<file path="config.mk">
export PLATFORM = sky130hd
export DESIGN_NAME = dla_seq_fsm
export DESIGN_NICKNAME = d
export VERILOG_FILES = /design/src/rtl/dla_seq_fsm.sv
export SDC_FILE = /design/constraint.sdc
export NUM_CORES = 1
export LEC_CHECK = 0
export ABC_AREA = 1
export BUFFER_PORTS_ARGS = -buffer_cell sky130_fd_sc_hd__buf_2
export CORE_MARGIN = 4
export CORE_UTILIZATION = 55
export CTS_BUF_LIST = sky130_fd_sc_hd__clkbuf_16
export DETAILED_ROUTE_END_ITERATION = 8
export GPL_ROUTABILITY_DRIVEN = 0
export HOLD_SLACK_MARGIN = 0.1
export PLACE_DENSITY = 0.85
export SETUP_SLACK_MARGIN = 0.4
export SYNTH_ARGS = -nofsm -noshare
export SYNTH_HDL_FRONTEND = slang
export SYNTH_SLANG_ARGS = --single-unit
</file>
<file path="constraint.sdc">
create_clock -name clk -period 2.65 [get_ports clk]
set_input_delay 0 -clock clk [delete_from_list [all_inputs] [get_ports clk]]
set_output_delay 0 -clock clk [all_outputs]
set_load 0.01 [all_outputs]
</file>
<file path="src/rtl/dla_seq_fsm.sv">
// dla_seq_fsm -- layer-sequencing controller for the DLA datapath.
//
// Walks FIRST_LOAD, then the compute phases CPB_0..CPB_{NUM_PH-1}, with a
// single LOADNEW phase placed before CPB_{LDNEW_POS}. Each working phase
// advances only on its own end flag. The sequence repeats for a latched
// number of rounds. Between rounds the controller either chains straight
// into the next round (auto) or parks in WAIT for a start instruction. A
// per-state watchdog forces a sticky ERR state when a phase overstays
// timeout_lim cycles.
//
// Ports
//   clk                 clock, posedge
//   rstn                synchronous active-low reset
//   start               start instruction, looked at in IDLE and WAIT only
//   auto                chain rounds without waiting for start
//   man_reset           synchronous soft reset back to IDLE
//   rounds              round count, latched when leaving IDLE (0 means 1)
//   timeout_lim         watchdog limit in cycles, 0 disables it
//   flag_firstload_end  FIRST_LOAD finished
//   flag_cpb_end        bit k: CPB_k finished
//   flag_ldnew_end      LOADNEW finished
//   busy                high outside IDLE and ERR
//   out_current_state   state register
//   out_prev_state      state before the most recent real transition
//   state_start         first cycle of a working-state entry
//   round_cnt           completed rounds
//   done                one-cycle pulse while in DONE
//   err                 high while in ERR
module dla_seq_fsm #(
  parameter int NUM_PH    = 5,
  parameter int LDNEW_POS = 3,
  parameter int ST_BITS   = 5,
  parameter int RND_BITS  = 8,
  parameter int TO_BITS   = 10
) (
  input  logic                clk,
  input  logic                rstn,
  input  logic                start,
  input  logic                auto,
  input  logic                man_reset,
  input  logic [RND_BITS-1:0] rounds,
  input  logic [TO_BITS-1:0]  timeout_lim,
  input  logic                flag_firstload_end,
  input  logic [NUM_PH-1:0]   flag_cpb_end,
  input  logic                flag_ldnew_end,
  output logic                busy,
  output logic [ST_BITS-1:0]  out_current_state,
  output logic [ST_BITS-1:0]  out_prev_state,
  output logic                state_start,
  output logic [RND_BITS-1:0] round_cnt,
  output logic                done,
  output logic                err
);

  // CPB states are numbered arithmetically, so only the fixed anchors are
  // named; intermediate compute states are reached by casting.
  typedef enum logic [ST_BITS-1:0] {
    S_IDLE       = ST_BITS'(0),
    S_FIRST_LOAD = ST_BITS'(1),
    S_LOADNEW    = ST_BITS'(2 + LDNEW_POS),
    S_LAST_CPB   = ST_BITS'(NUM_PH + 2),
    S_WAIT       = ST_BITS'(NUM_PH + 3),
    S_DONE       = ST_BITS'(NUM_PH + 4),
    S_ERR        = ST_BITS'(NUM_PH + 5)
  } state_t;

  function automatic logic [ST_BITS-1:0] cpb_state(input int k);
    return (k < LDNEW_POS) ? ST_BITS'(2 + k) : ST_BITS'(3 + k);
  endfunction

  state_t              st;
  state_t              nxt;
  logic [ST_BITS-1:0]  prev_st;
  logic [TO_BITS-1:0]  to_cnt;
  logic [RND_BITS-1:0] rnd_lim;
  logic                auto_q;
  logic                working;
  logic                nxt_working;
  logic                my_flag;
  logic                round_end;
  logic                timed_out;

  // Which end flag belongs to the current state; all others are ignored.
  always_comb begin
    my_flag = 1'b0;
    if (st == S_FIRST_LOAD) begin
      my_flag = flag_firstload_end;
    end else if (st == S_LOADNEW) begin
      my_flag = flag_ldnew_end;
    end else begin
      for (int k = 0; k < NUM_PH; k++) begin
        if (st == cpb_state(k)) my_flag = flag_cpb_end[k];
      end
    end
  end

  assign working     = (st  >= S_FIRST_LOAD) && (st  <= S_LAST_CPB);
  assign nxt_working = (nxt >= S_FIRST_LOAD) && (nxt <= S_LAST_CPB);
  assign timed_out   = (timeout_lim != '0) && (to_cnt == timeout_lim - TO_BITS'(1));

  // Next state: man_reset > flag advance > timeout > hold.
  always_comb begin
    nxt       = st;
    round_end = 1'b0;
    if (man_reset) begin
      nxt = S_IDLE;
    end else if (st == S_IDLE) begin
      if (start) nxt = S_FIRST_LOAD;
    end else if (st == S_WAIT) begin
      // auto_q lets a 0->1 edge of auto resume a parked sequence.
      if (start || (auto && !auto_q)) nxt = S_FIRST_LOAD;
    end else if (st == S_DONE) begin
      nxt = S_IDLE;
    end else if (st == S_ERR) begin
      nxt = S_ERR;
    end else if (working) begin
      if (my_flag) begin
        if (st == S_LAST_CPB) begin
          round_end = 1'b1;
          if (RND_BITS'(round_cnt + RND_BITS'(1)) == rnd_lim) nxt = S_DONE;
          else if (auto)                                        nxt = S_FIRST_LOAD;
          else                                                  nxt = S_WAIT;
        end else begin
          // Encoding is contiguous through LOADNEW, so the successor is +1.
          nxt = state_t'(st + ST_BITS'(1));
        end
      end else if (timed_out) begin
        nxt = S_ERR;
      end
    end else begin
      // Unused encodings fall back to IDLE.
      nxt = S_IDLE;
    end
  end

  always_ff @(posedge clk) begin
    if (!rstn) begin
      st          <= S_IDLE;
      prev_st     <= S_IDLE;
      state_start <= 1'b0;
      round_cnt   <= '0;
      rnd_lim     <= RND_BITS'(1);
      to_cnt      <= '0;
      auto_q      <= 1'b0;
    end else begin
      st          <= nxt;
      auto_q      <= auto;
      state_start <= (nxt != st) && nxt_working;
      if (man_reset) begin
        prev_st   <= S_IDLE;
        round_cnt <= '0;
        to_cnt    <= '0;
      end else begin
        if (nxt != st) prev_st <= st;
        // Counter reads 0 in the entry cycle of every working state.
        if ((nxt != st) || !working) to_cnt <= '0;
        else                         to_cnt <= to_cnt + TO_BITS'(1);
        if ((st == S_IDLE) && start) begin
          round_cnt <= '0;
          rnd_lim   <= (rounds == '0) ? RND_BITS'(1) : rounds;
        end else if (round_end) begin
          round_cnt <= round_cnt + RND_BITS'(1);
        end
      end
    end
  end

  assign out_current_state = st;
  assign out_prev_state    = prev_st;
  assign busy              = (st != S_IDLE) && (st != S_ERR);
  assign done              = (st == S_DONE);
  assign err               = (st == S_ERR);

endmodule

</file>
# Yosys cells after proc, flatten, opt, wreduce, memory -nomap -nowiden
# Index checks and enable logic that the tools add are counted.
# Widths: inputs -> output; s select.
[word_totals] regBits=38 in_bits=30 output_inout_bits=22 word_cells=79
[classes] add_sub_neg=4 n_lt_le_gt_ge=4 eq_ne=14 mux=29 n_bitwise=2 reduce_logical=19
[ops] op="$mux 5" count=11
[ops] op="$eq 5x3->1 const B" count=4
[ops] op="$eq 5x4->1 const B" count=3
[ops] op="$mux 1" count=15
[ops] op="$add 10x1->10 const B" count=1
[ops] op="$eq 10x10->1" count=1
[ops] op="$eq 5x2->1 const B" count=2
[ops] op="$ge 5x1->1 const B" count=2
[ops] op="$le 5x3->1 const B" count=2
[ops] op="$reduce_bool 10->1" count=1
[ops] op="$sub 10x1->10 const B" count=1
[ops] op="$add 8x1->8 const B" count=1
[ops] op="$eq 8x8->1" count=1
[ops] op="$logic_not 8->1" count=1
[ops] op="$mux 4" count=2
[ops] op="$mux 8" count=1
[ops] op="$logic_and 1x1->1" count=7
[ops] op="$reduce_or 3->1" count=2
[ops] op="$add 5x1->5 const B" count=1
[ops] op="$eq 5x1->1 const B" count=1
[ops] op="$logic_not 5->1" count=1
[ops] op="$ne 5x4->1 const B" count=1
[ops] op="$ne 5x5->1" count=1
[ops] op="$reduce_bool 5->1" count=1
[ops] op="5 further kinds" count=8

# Logic depth before layout (Yosys ltp)
[logic_depth] ltp_word=18 ltp_mapped=24 mapped_depth_nobuf=24

# Least setup slack after synthesis
# Ideal clock, no wire load.
[synth_timing] kind="reg-to-reg" from="register st[0], in the netlist out_current_state[0]" to="register to_cnt[4]" arrival_time_ps=2318 t_required_ps=2581 path_slack_ps=263 stages_incl_launch_ff=20 path_buffers=0 cell_sequence="dfxtp_1 inv_1 ha_1 nand2_1 nor2_1 a21oi_1 nand2_1 nand2_1 nand2_1 nand2_2 nor2_1 a21oi_1 nand2_1 nand2_1 nand2_1 nand2_2 nand3_1 nand2_4 nand4_4 a21oi_2"
[synth_via] elab_chain_len=18 word_cells_on_any_way=37
[synth_lines] element="from (decl)" line="71" source="state_t st;"
[synth_lines] element="from (signal assigned)" line="146" source="st <= nxt;"
[synth_lines] element="$eq 5x2->1" line="92" source="if (st == cpb_state(k)) my_flag = flag_cpb_end[k];"
[synth_lines] element="$mux 1 (5 in a row)" line="92"
[synth_lines] element="$mux 1" line="88" source="end else if (st == S_LOADNEW) begin"
[synth_lines] element="$mux 1" line="86" source="if (st == S_FIRST_LOAD) begin"
[synth_lines] element="$mux 5" line="117" source="if (my_flag) begin"
[synth_lines] element="$mux 5" line="116" source="end else if (working) begin"
[synth_lines] element="$mux 5" line="114" source="end else if (st == S_ERR) begin"
[synth_lines] element="$mux 5" line="112" source="end else if (st == S_DONE) begin"
[synth_lines] element="$mux 5" line="109" source="end else if (st == S_WAIT) begin"
[synth_lines] element="$mux 5" line="107" source="end else if (st == S_IDLE) begin"
[synth_lines] element="$mux 5" line="105" source="if (man_reset) begin"
[synth_lines] element="$ne 5x5->1" line="156" source="if ((nxt != st) || !working) to_cnt <= '0;"
[synth_lines] element="$logic_or 1x1->1 (*)" line="156"
[synth_lines] element="$reduce_or 3->1 (no line) (*)"
[synth_lines] element="to (signal assigned)" line="157" source="else to_cnt <= to_cnt + TO_BITS'(1);"
[synth_lines] element="to (decl)" line="74" source="logic [TO_BITS-1:0] to_cnt;"
# Every way passes the cells marked *; elsewhere a longest branch is shown, timed or not.
# A chain may end at the register's enable or synchronous reset.

# Worst setup path in the final report
[layout_timing] from="register st[3], in the netlist out_current_state[3]" to="register prev_st[4], in the netlist out_prev_state[4]"
[layout_via] elab_chain_len=16 word_cells_on_any_way=34
[layout_lines] element="$eq 5x2->1" line="92"
[layout_lines] element="$mux 1 (5 in a row)" line="92"
[layout_lines] element="$mux 1" line="88"
[layout_lines] element="$mux 1" line="86"
[layout_lines] element="$mux 5" line="117"
[layout_lines] element="$mux 5" line="116"
[layout_lines] element="$mux 5" line="114"
[layout_lines] element="$mux 5" line="112"
[layout_lines] element="$mux 5" line="109"
[layout_lines] element="$mux 5" line="107"
[layout_lines] element="$mux 5" line="105"
[layout_lines] element="$ne 5x5->1 (*)" line="154" source="if (nxt != st) prev_st <= st;"
[layout_lines] element="to (signal assigned)" line="154"
[layout_lines] element="to (decl)" line="73" source="logic [ST_BITS-1:0] prev_st;"
# Marked as above.

==> flow_summary.yaml <==
critical_path:
  worstSetupEndpointType: "register"
  cp_max_fo: 7
  arrival_ns: 2.90
  path_class: "register to register"
  rr_worst_depth: 22
  start_kind: "register"
  required_ns: 2.83
sta:
  finalSetupViolations: 16
  maxSlewHeadroom: 0.564
  layout_min_cycle_time_ns: 2.72
  layout_setup_ws_ns: -0.0710
  rsz0062_at_grt: "true"
  drv_slew: 0
  clock_skew_ns: 0.00725
  post-route-period-util: 1.03
  tightest_slew_ns: 0.649
  fmax_ghz: 0.368
  hold_violations: 0
synth:
  syn_area_per_cell_um2: 6.16
  netlist_area_mm2: 0.00275
  ys_warn_count: 0
  ys.flop_type: "dfxtp_1"
  synth_commonest_cells: "115 x nand2_1, 67 x inv_1, 67 x nor2_1"
  synthCells: 447
  synth_area_leaders: "dfxtp_1 28%, nand2_1 16%, inv_1 9.1%"
  synth_top_area_share: 0.276
  ys_seq_area_frac: 0.276
  synth_edf_count: 0
  yosys.area.top_type: "dfxtp_1"
  synthDistinctLibCells: 35
  async_reset_ff_frac: 0
  yosys_register_bits: 38
  syn_nets: 485
  synth_most_common_cell: "nand2_1"
status:
  violations: "negative setup slack"
  status: "finished with violations"
detailed_routing:
  wl_mm: 10.3
  antenna_left: 0
  vias_per_cell: 5.80
  drt_iter0_markers: 419
  wl_per_cell_um: 16.8
  dr.pass1.iters: 8
  drc: 0
  vias: 3535
placed_design:
  dp_hpwl_mm: 5.39
  place_ws_ns: 0.0186
  portBuffers: 51
  dp.cells: 569
  placed_area_mm2: 0.00314
cells_and_area:
  drive_gt1_frac: 0.304
  stdcell_count: 610
  area_growth_pct: 39.4
  postLayoutCoreUtil: 0.801
  fin_area_mm2: 0.00383
  num_antenna_cells: 0
  fin_nets: 580
floorplan:
  io_pins: 52
  core_mm2: 0.00479
  rows: 25
  dieHeight_um: 78.7
  start_util: 0.575
  dieArea_mm2: 0.00620
  die_w_um: 78.7
min_path:
  worstHoldPathType: "input port to register"
  hold_depth: 4
clock_tree:
  cts.clk_slew.worst_paths_ns: 0.06
  clk_latency_ns: 0.29
  cts_made_buffers: 5
  clock_path_buffers: 2
  htree_num_levels: 2
  ctsRootBufferMaster: "clkbuf_16"
  clock-sinks: 38
  cts_tree: "built"
global_route:
  grt_pass1_wl_mm: 14.0
  overflow: 0
  grt_pass1_vias: 3172
  grt_max_degree: 14
  grt_antenna_before_repair: 0
  grt_usage: 0.280
power_and_ir_drop:
  power_density_mw_per_mm2: 444
  vdd_ir_drop_max_mv: 0.503
  leakage_uw: 0.00182
run:
  cap_violations: 0
## metrics by stage
stage	TNS, ns	power [µW]	hold WS (ns)
after floorplan	0	780	0.0846
after global placement	0	853	0.216
after detailed placement	0	860	0.220
after CTS	0	1630	0.164
after global routing	-3.16	1750	0.217
final	-0.722	1700	0.229
## per-layer routing
metal  wire, µm  global-route usage
met5          0                   0
met4        659               0.147
met3       1070              0.0465
met2       4910               0.503
met1       3630               0.314
## area by class of cell
type | instances | area (µm²)
Timing Repair inverter | 1 | 3.75
Clock inverter | 2 | 33.8
Timing Repair Buffer | 88 | 568
Multi-Input combinational cell | 336 | 1940
Clock buffer | 6 | 150
Tap cell | 67 | 83.8
Sequential cell | 38 | 776
Fill cell | 287 | 951
Inverter | 72 | 284
## worst max-delay path: stages (launching register included)
cell and delay [ns]:
dfxtp_1 0.36, nor2_1 0.22, inv_1 0.12, nor2_2 0.21
nand3_2 0.11, nand2_1 0.10, nand2_1 0.07, nand2_1 0.09
nand2_2 0.09, nand2_4 0.13, nor2_4 0.04, a21oi_2 0.15
nand2_1 0.10, nand2_1 0.06, nand2_1 0.06, nand2_2 0.15
nand2_4 0.08, nand2_4 0.10, nand2_8 0.08, nand2_1 0.07
nor2_1 0.04, nor2_1 0.12, nor2_1 0.05
## worst paths after layout
check                  startpoint                end  slack (ns)
min reg2reg            rnd_lim[0]         rnd_lim[0]        0.49
max          out_current_state[3]  out_prev_state[4]       -0.07
min                     man_reset  out_prev_state[0]        0.23
max reg2reg  out_current_state[3]  out_prev_state[4]       -0.07
## state kept, by name (all words and copies together), names as in the netlist
register,cells
rnd_lim,8
out_prev_state,5
round_cnt,8
state_start,1
out_current_state,5
to_cnt,10
auto_q,1
## logic make-up after synthesis
logic type                 count (synthesis)  synth area share
AOI/OAI and AO/OA                         35            0.0737
xor gates and xnor gates                  18            0.0573
adders and majority gates                  8            0.0364
buffers and inverters                     75             0.105
DFF                                       38             0.276
other                                      1           0.00136
and+or+nand+nor                          272             0.450
## timing repair
action,CTS,global route
gates cloned,3,1
setup buffers,10,7
pin swaps,12,30
hold endpoints to repair,10,0
endpoints found under the setup margin,16,25
resized for setup,23,41
hold buffers,12,0
## cells in the final DEF, fill, tap and decap left out, types with 2 or more instances in the layout
master and count:
buf_6 2, a21oi_1 7, nand4_4 2, dlygate4sd3_1 12, nand2_2 21, xor2_1 12
nand3_1 36, dfxtp_4 2, nand3_4 2, ha_4 4, dfxtp_1 30, buf_2 52
nand3_2 6, nor2_1 60, a31oi_1 2, nor2_2 15, nand4_1 10, buf_4 22
inv_1 65, dfxtp_2 6, a21oi_2 4, a211oi_1 6, ha_1 4, xnor2_1 6
nor3_1 7, nor2_4 2, inv_2 5, nand2_4 5, o21ai_0 12, clkbuf_16 6
nand2_1 101
## where the power goes
group          internal (µW)  total (µW)  switching, µW
clock                    499         750            251
combinational            132         353            221
sequential               587         600           13.7
Power figures use the tool's default switching activity.
